## src/rtl/cnu_layer_iter_sched.sv

```systemverilog
// Layer/iteration sequencer around cnu_control_unit: counts write-back pages, pulses layer_finish/iter_done, raises termination.
// Optional early termination on a zero syndrome is compiled in with `define EARLY_TERMINATION_EN.
module cnu_layer_iter_sched #(
  parameter int LAYER_NUM   = 3,
  parameter int MAX_ITER    = 10,
  parameter int WB_PAGE_NUM = 4,
  parameter int LAYER_W     = (LAYER_NUM > 1) ? $clog2(LAYER_NUM) : 1,
  parameter int ITER_W      = $clog2(MAX_ITER + 1)
) (
  input  logic               read_clk,
  input  logic               rstn,
  input  logic               fsm_en,
  input  logic               c2v_mem_we,
  input  logic               syndrome_valid,
  input  logic               syndrome_zero,
  output logic               layer_finish,
  output logic               termination,
  output logic [LAYER_W-1:0] layer_idx,
  output logic [ITER_W-1:0]  iter_cnt,
  output logic               iter_done,
  output logic               wb_overrun,
  output logic               busy
);
  localparam int WB_W = (WB_PAGE_NUM > 1) ? $clog2(WB_PAGE_NUM) : 1;

  typedef enum logic [1:0] {IDLE, RUN, LAYER_END, TERM} state_e;

  state_e             state_q, state_d;
  logic [LAYER_W-1:0] layer_q, layer_d;
  logic [ITER_W-1:0]  iter_q, iter_d;
  logic [WB_W-1:0]    wb_q, wb_d;
  logic               ovr_q, ovr_d;
  logic               et_q, et_d;
  logic               last_layer;

  assign last_layer = (layer_q == LAYER_W'(LAYER_NUM - 1));

  always_ff @(posedge read_clk) begin
    if (!rstn) begin
      state_q <= IDLE;
      layer_q <= '0;
      iter_q  <= '0;
      wb_q    <= '0;
      ovr_q   <= 1'b0;
      et_q    <= 1'b0;
    end else begin
      state_q <= state_d;
      layer_q <= layer_d;
      iter_q  <= iter_d;
      wb_q    <= wb_d;
      ovr_q   <= ovr_d;
      et_q    <= et_d;
    end
  end

  always_comb begin
    state_d = state_q;
    layer_d = layer_q;
    iter_d  = iter_q;
    wb_d    = wb_q;
    ovr_d   = ovr_q;
    et_d    = et_q;
    case (state_q)
      IDLE: if (fsm_en) state_d = RUN;
      // fsm_en low in RUN is a pause: strobes are dropped without flagging overrun
      RUN: begin
        if (fsm_en && c2v_mem_we) begin
          if (wb_q == WB_W'(WB_PAGE_NUM - 1)) begin
            wb_d    = '0;
            state_d = LAYER_END;
          end else begin
            wb_d = wb_q + WB_W'(1);
          end
        end
      end
      LAYER_END: begin
        if (last_layer) begin
          layer_d = '0;
          iter_d  = iter_q + ITER_W'(1);
          state_d = ((iter_q + ITER_W'(1)) == ITER_W'(MAX_ITER) || et_q) ? TERM : RUN;
        end else begin
          layer_d = layer_q + LAYER_W'(1);
          state_d = RUN;
        end
      end
      TERM: if (!fsm_en) state_d = IDLE;
      default: state_d = IDLE;
    endcase

    if (c2v_mem_we && (state_q != RUN)) ovr_d = 1'b1;

`ifdef EARLY_TERMINATION_EN
    if (syndrome_valid && syndrome_zero && (state_q == RUN || state_q == LAYER_END))
      et_d = 1'b1;
`else
    et_d = 1'b0;
`endif

    // a fresh decode always starts from layer 0, iteration 0
    if (state_d == IDLE) begin
      layer_d = '0;
      iter_d  = '0;
      wb_d    = '0;
      et_d    = 1'b0;
    end
  end

`ifndef EARLY_TERMINATION_EN
  logic unused_syn;
  assign unused_syn = syndrome_valid ^ syndrome_zero;
`endif

  assign layer_finish = (state_q == LAYER_END);
  assign iter_done    = layer_finish && last_layer;
  assign termination  = (state_q == TERM);
  assign busy         = (state_q != IDLE);
  assign layer_idx    = layer_q;
  assign iter_cnt     = iter_q;
  assign wb_overrun   = ovr_q;
endmodule

```

## config.mk

```make
export PLATFORM = sky130hd
export DESIGN_NAME = cnu_layer_iter_sched
export DESIGN_NICKNAME = d
export VERILOG_FILES = /design/src/rtl/cnu_layer_iter_sched.sv
export SDC_FILE = /design/constraint.sdc
export NUM_CORES = 1
export LEC_CHECK = 0
export ABC_AREA = 1
export CAP_MARGIN = 20
export CORE_AREA = 4 4 41 43
export DETAILED_ROUTE_END_ITERATION = 7
export DIE_AREA = 0 0 45 47
export PLACE_DENSITY = 0.72
export SLEW_MARGIN = 20
export SYNTH_ARGS = -nofsm -noshare
export SYNTH_HDL_FRONTEND = slang
export SYNTH_SLANG_ARGS = --single-unit
```

## constraint.sdc

```tcl
create_clock -name read_clk -period 1.4 [get_ports read_clk]
set_input_delay 0.28 -clock read_clk [delete_from_list [all_inputs] [get_ports read_clk]]
set_output_delay 0.28 -clock read_clk [all_outputs]
set_load 0.005 [all_outputs]
```

; ---- After elaboration in Yosys (flattened, before gate mapping)
; Cells that the tools add are included.
; W data, S select, Z words.
[word_totals]
wordCells = 34
output_inout_bits = 11
inputBits = 6
register_bits = 11
[op_classes]
add_sub_neg = 3
bitwise = 1
n_eq_ne = 7
reduce_logical = 9
mux = 9
[op_table]
columns = cell, count
row1 = $mux W2, 8
row2 = $eq A2 B2 Y1 const B, 4
row3 = $pmux W2 S4, 1
row4 = $add A2 B1 Y2 const B, 2
row5 = $add A4 B1 Y4 const B, 1
row6 = $eq A4 B4 Y1 const B, 1
row7 = $logic_not A2 Y1, 2
row8 = $reduce_and A2 Y1, 2
row9 = $logic_and A1 B1 Y1, 3
row10 = $eq A2 B1 Y1 const B, 1
row11 = $ne A2 B1 Y1 const B, 1
row12 = $reduce_bool A2 Y1, 1
row13 = $reduce_or A2 Y1, 1
row14 = $not A1 Y1, 1

; ---- Depth between registers and ports, before layout
[logic_depth]
word_depth = 7
depth_mapped = 7
mapped_depth_nobuf = 7

; ---- Worst setup path before layout
; No wires, ideal clock.
[synth_timing]
path_kind = reg-to-reg
startpoint = register iter_q[1], in the netlist iter_cnt[1]
endpoint = register iter_q[1], in the netlist iter_cnt[1]
n_path_buf = 0
setup_time_ps = 66
stages_incl_launch_ff = 5
slack_ps = 314
required_time_ps = 1334
period_less_slack_ps = 1086
arrival_ps = 1020
path_cell_list = dfxtp_1 inv_1 ha_1 or2_0 a21oi_2
[synth_between]
elab_chain_cells = 7
[synth_rtl]
columns = element, line
row1 = start: declaration, 30  ; logic [ITER_W-1:0] iter_q, iter_d;
row2 = start signal: assignment, 49  ; iter_q <= iter_d;
row3 = $add A4 B1 Y4 *, "79, 80"
row4 = $eq A4 B4 Y1, 80  ; state_d = ((iter_q + ITER_W'(1)) == ITER_W'(MAX_ITER) || et_q) ? TERM : RUN;
row5 = $mux W2, 80
row6 = $mux W2, 77  ; if (last_layer) begin
row7 = $pmux W2 S4, 63  ; case (state_q)
row8 = $logic_not A2 Y1, 100  ; if (state_d == IDLE) begin
row9 = $reduce_or A2 Y1 (no source line), --
; Mark *: on every way between the ends. The rest lies on a longest branch, timed or not.
; A chain may end at the register's enable or synchronous reset.

; ---- Worst setup path in the final report
[layout_timing]
startpoint = register state_q[1]
endpoint = output port busy
[layout_between]
elab_chain_cells = 1
[layout_rtl]
columns = element, line
row1 = start: declaration, 28  ; state_e state_q, state_d;
row2 = start signal: assignment, 47  ; state_q <= state_d;
row3 = $reduce_bool A2 Y1, 116  ; assign busy = (state_q != IDLE);
row4 = end: declaration, 22  ; output logic busy
; No other way between the ends.

==> flow_metrics.py <==
metrics = {
    "cts": {
        "clock_h_tree_levels": 1,
        "clock-sinks": 11,
        "clock_tree.buffer_depth": 2,
        "clk_transition_reported_paths_ns": 0.06,
        "clock_tree.root_cell": "sky130_fd_sc_hd__clkbuf_4",
        "cts_tree": "done",
        "cts_hold_buffers": 0,
        "cts_inserted_buffers": 3,
        "clock_latency_ns": 0.26,
    },
    "critical_path": {
        "critical_path.startpoint_type": "flip-flop",
        "critPathKind": "flip-flop to primary output",
        "worst_flop_to_flop_path_startpoint": "state_q[1]",
        "slowest_library_cell_on_the_worst_path": "sky130_fd_sc_hd__dfxtp_2",
        "worst_ep_required_time_ns": 1.12,
        "crit_chain": "inv_2 -> buf_4 -> nand2_1 -> dlygate4sd2_1",
        "crit_start": "state_q[1]",
        "timing.critical_path.to_type": "primary output",
        "largest_fanout_on_the_critical_path": 2,
        "crit_path_max_incr_delay_ns": 0.32,
        "cp_data_arrival_time_ns": 1.04,
    },
    "sta": {
        "finalSetupViolCount": 0,
        "finalCriticalPeriod_ns": 1.323,
        "unrepaired_setup_endpoints_after_global_routing": "false",
        "timing.final.crit_share_pct": 94.52,
        "hold_viol_final": 0,
        "layout_setup_ws_ns": 0.07672,
        "max_clk_rate_mhz": 755.7,
        "maxSlewViolCount": 0,
        "timing.slew.headroom_pct": 88.74,
        "tightest_slew_ns": 0.1687,
        "setup-tns-final_ns": 0,
        "max_clock_skew_ns": 0.0002953,
    },
    "place": {
        "io_buffer_count": 14,
        "place.detailed.hpwl_microns": 885.1,
        "dp.cells": 116,
        "gp_congestion": 0.7783,
        "dpl_worst_slack_ns": -0.02838,
    },
    "flow_run": {
        "maxCapViolCount": 0,
    },
    "yosys": {
        "syn_inst": 78,
        "synth-warning-count": 0,
        "post-synth-top-area-cell": "sky130_fd_sc_hd__dfxtp_1",
        "mappedNetlistArea_sq_um": 551.8,
        "synth.lib_cells_used.distinct": 19,
        "yosys_register_bits": 11,
        "synth_top_area_share_pct": 39.91,
        "sequential_element_share_of_the_synthesized_area_pct": 39.91,
        "synth_area_per_cell_sq_um": 7.074,
        "synth_nets": 87,
        "post_synth_main_area_contributors": "sky130_fd_sc_hd__dfxtp_1 40%, sky130_fd_sc_hd__nand2_1 16%, sky130_fd_sc_hd__ha_1 6.8%",
    },
    "power": {
        "power.density_mw_per_mm2": 673.4,
        "total_power_uw": 572.1,
        "ir_worst_vdd_v": 0.0005020,
        "power.leakage_nw": 0.4489,
    },
    "worst_hold_path": {
        "timing.hold.worst.start": "wb_overrun",
        "worst_hold_path_type": "flip-flop to flip-flop",
    },
    "floorplan": {
        "die_x_extent_microns": 45,
        "floorplan.initialDensity_pct": 42.40,
        "vertical_die_dimension_microns": 47,
        "die-area_sq_mm": 0.002115,
        "placement_rows": 13,
        "design.portCount": 17,
        "core_area_sq_mm": 0.001301,
    },
    "detailed_routing": {
        "drt-total-wl_mm": 1.141,
        "detail_route.vias_per_cell": 4.516,
        "drtAntennaViolNets": 0,
        "starting_drc_count_in_detailed_routing": 5,
        "routed_wire_length_per_instance_microns": 9.202,
        "drt_pre_antenna_iters": 3,
        "routed-via-count": 560,
        "drc_violation_count_after_routing": 0,
    },
    "finish": {
        "share_of_post_route_cells_with_drive_strength_above_1_pct": 29.36,
        "insertedDiodeCount": 0,
        "utilization_pct": 65.29,
        "final_cell_mix": "24 x sky130_fd_sc_hd__nand2_1, 13 x sky130_fd_sc_hd__buf_4, 10 x sky130_fd_sc_hd__inv_1",
        "areaGrowthSynthToFinish_pct": 53.97,
        "mostFrequentLayoutCell": "sky130_fd_sc_hd__nand2_1",
        "fin_nets": 119,
        "finalNonFillerCells": 124,
        "n_fill_cell": 122,
        "final-seq-area_sq_um": 236.5,
        "area_of_combinational_cells_with_multiple_inputs_sq_um": 294.0,
    },
    "grt": {
        "grt_max_degree": 9,
        "grt_util_all_layers_pct": 13.40,
        "first_global_vias": 530,
        "antenna_found_initial": 0,
        "first_pass_grt_wire_length_mm": 2.049,
        "globalRouteOverflowTotal": 0,
    },
    "status": {
        "outcome": "finished clean",
    },
}
## cell families (layout without fill, tap and decap cells)
family / after synthesis / in the layout / synth area share (%)
simple gates: 43 / 43 / 35.60
fa+ha+maj: 3 / 3 / 6.803
xor+xnor: 1 / 1 / 1.588
buf+inv: 12 / 43 / 8.163
compound gates: 8 / 8 / 7.936
flops: 11 / 11 / 39.91
## routing by layer
metal / share of wire, % / track usage (%) / vias up / wire length (microns)
li1: - / - / 304 / -
met1: 43 / 14.25 / 240 / 496
met2: 49 / 24.01 / 14 / 560
met3: 6.6 / 4.981 / 2 / 75
met4: 0.70 / 5.263 / 0 / 8
met5: 0 / 0 / - / 0
## registers in the layout (all words and copies together), names as in the netlist
name        cells
wb_q            2
iter_cnt        4
wb_overrun      1
state_q         2
layer_idx       2
## power breakdown
part	total, mW	internal (mW)	switching, mW
clock	0.209	0.110	0.0991
combinational	0.0449	0.0225	0.0224
sequential	0.318	0.314	0.00413
total	0.572	0.446	0.126
## worst paths after layout
path | cells past startpoint | end | slack (ns)
max | 4 | busy | 0.08
min | 2 | wb_overrun | 0.46
max reg2reg | 9 | iter_cnt[0] | 0.14
min reg2reg | 2 | wb_overrun | 0.46
## stage by stage
| stage | instance area [sq um] | hold WS, ns |
|---|---|---|
| 4_1_cts | 840.8 | 0.4728 |
| 2_1_floorplan | 551.8 | 0.4115 |
| 5_1_grt | 849.6 | 0.4993 |
| 3_5_place_dp | 778.2 | 0.4598 |
| 6_report | 849.6 | 0.4649 |
| 3_3_place_gp | 778.2 | 0.4537 |
## cell type report
class | count | area share [%]
Tap cell | 15 | 2.209
Clock buffer | 4 | 3.093
Sequential cell | 11 | 27.84
Timing Repair Buffer | 27 | 26.95
Inverter | 12 | 5.302
Multi-Input combinational cell | 55 | 34.61
## worst max-delay path, delay by kind of cell, from the launching register on
family	cells	cell delay, ns
buffers and inverters	3	0.42
flip-flops	1	0.32
AND/OR/NAND/NOR	1	0.04
## cells in the mapped netlist
library cell               count
sky130_fd_sc_hd__nand3_1       3
sky130_fd_sc_hd__and3_1        1
sky130_fd_sc_hd__nand2_2       1
sky130_fd_sc_hd__nand2_4       1
sky130_fd_sc_hd__dfxtp_1      11
sky130_fd_sc_hd__nor2_2        2
sky130_fd_sc_hd__inv_2         1
sky130_fd_sc_hd__a21oi_2       1
sky130_fd_sc_hd__ha_1          3
sky130_fd_sc_hd__nor3_1        1
sky130_fd_sc_hd__a21oi_1       7
sky130_fd_sc_hd__nand4_1       1
sky130_fd_sc_hd__or2_0         1
sky130_fd_sc_hd__inv_1        10
sky130_fd_sc_hd__nand2_1      24
sky130_fd_sc_hd__nor2_4        1
sky130_fd_sc_hd__nor2_1        7
sky130_fd_sc_hd__xor2_1        1
sky130_fd_sc_hd__clkinv_1      1
## timing repair
| item | 4_1_cts | 5_1_grt |
|---|---|---|
| pin swaps | 1 | 1 |
| resized for setup | 20 | 6 |
| setup endpoints to repair | 10 | 8 |
| hold endpoints to repair | 0 | 0 |
| buffers inserted | 4 | 0 |
Power figures use the tool's default switching activity.
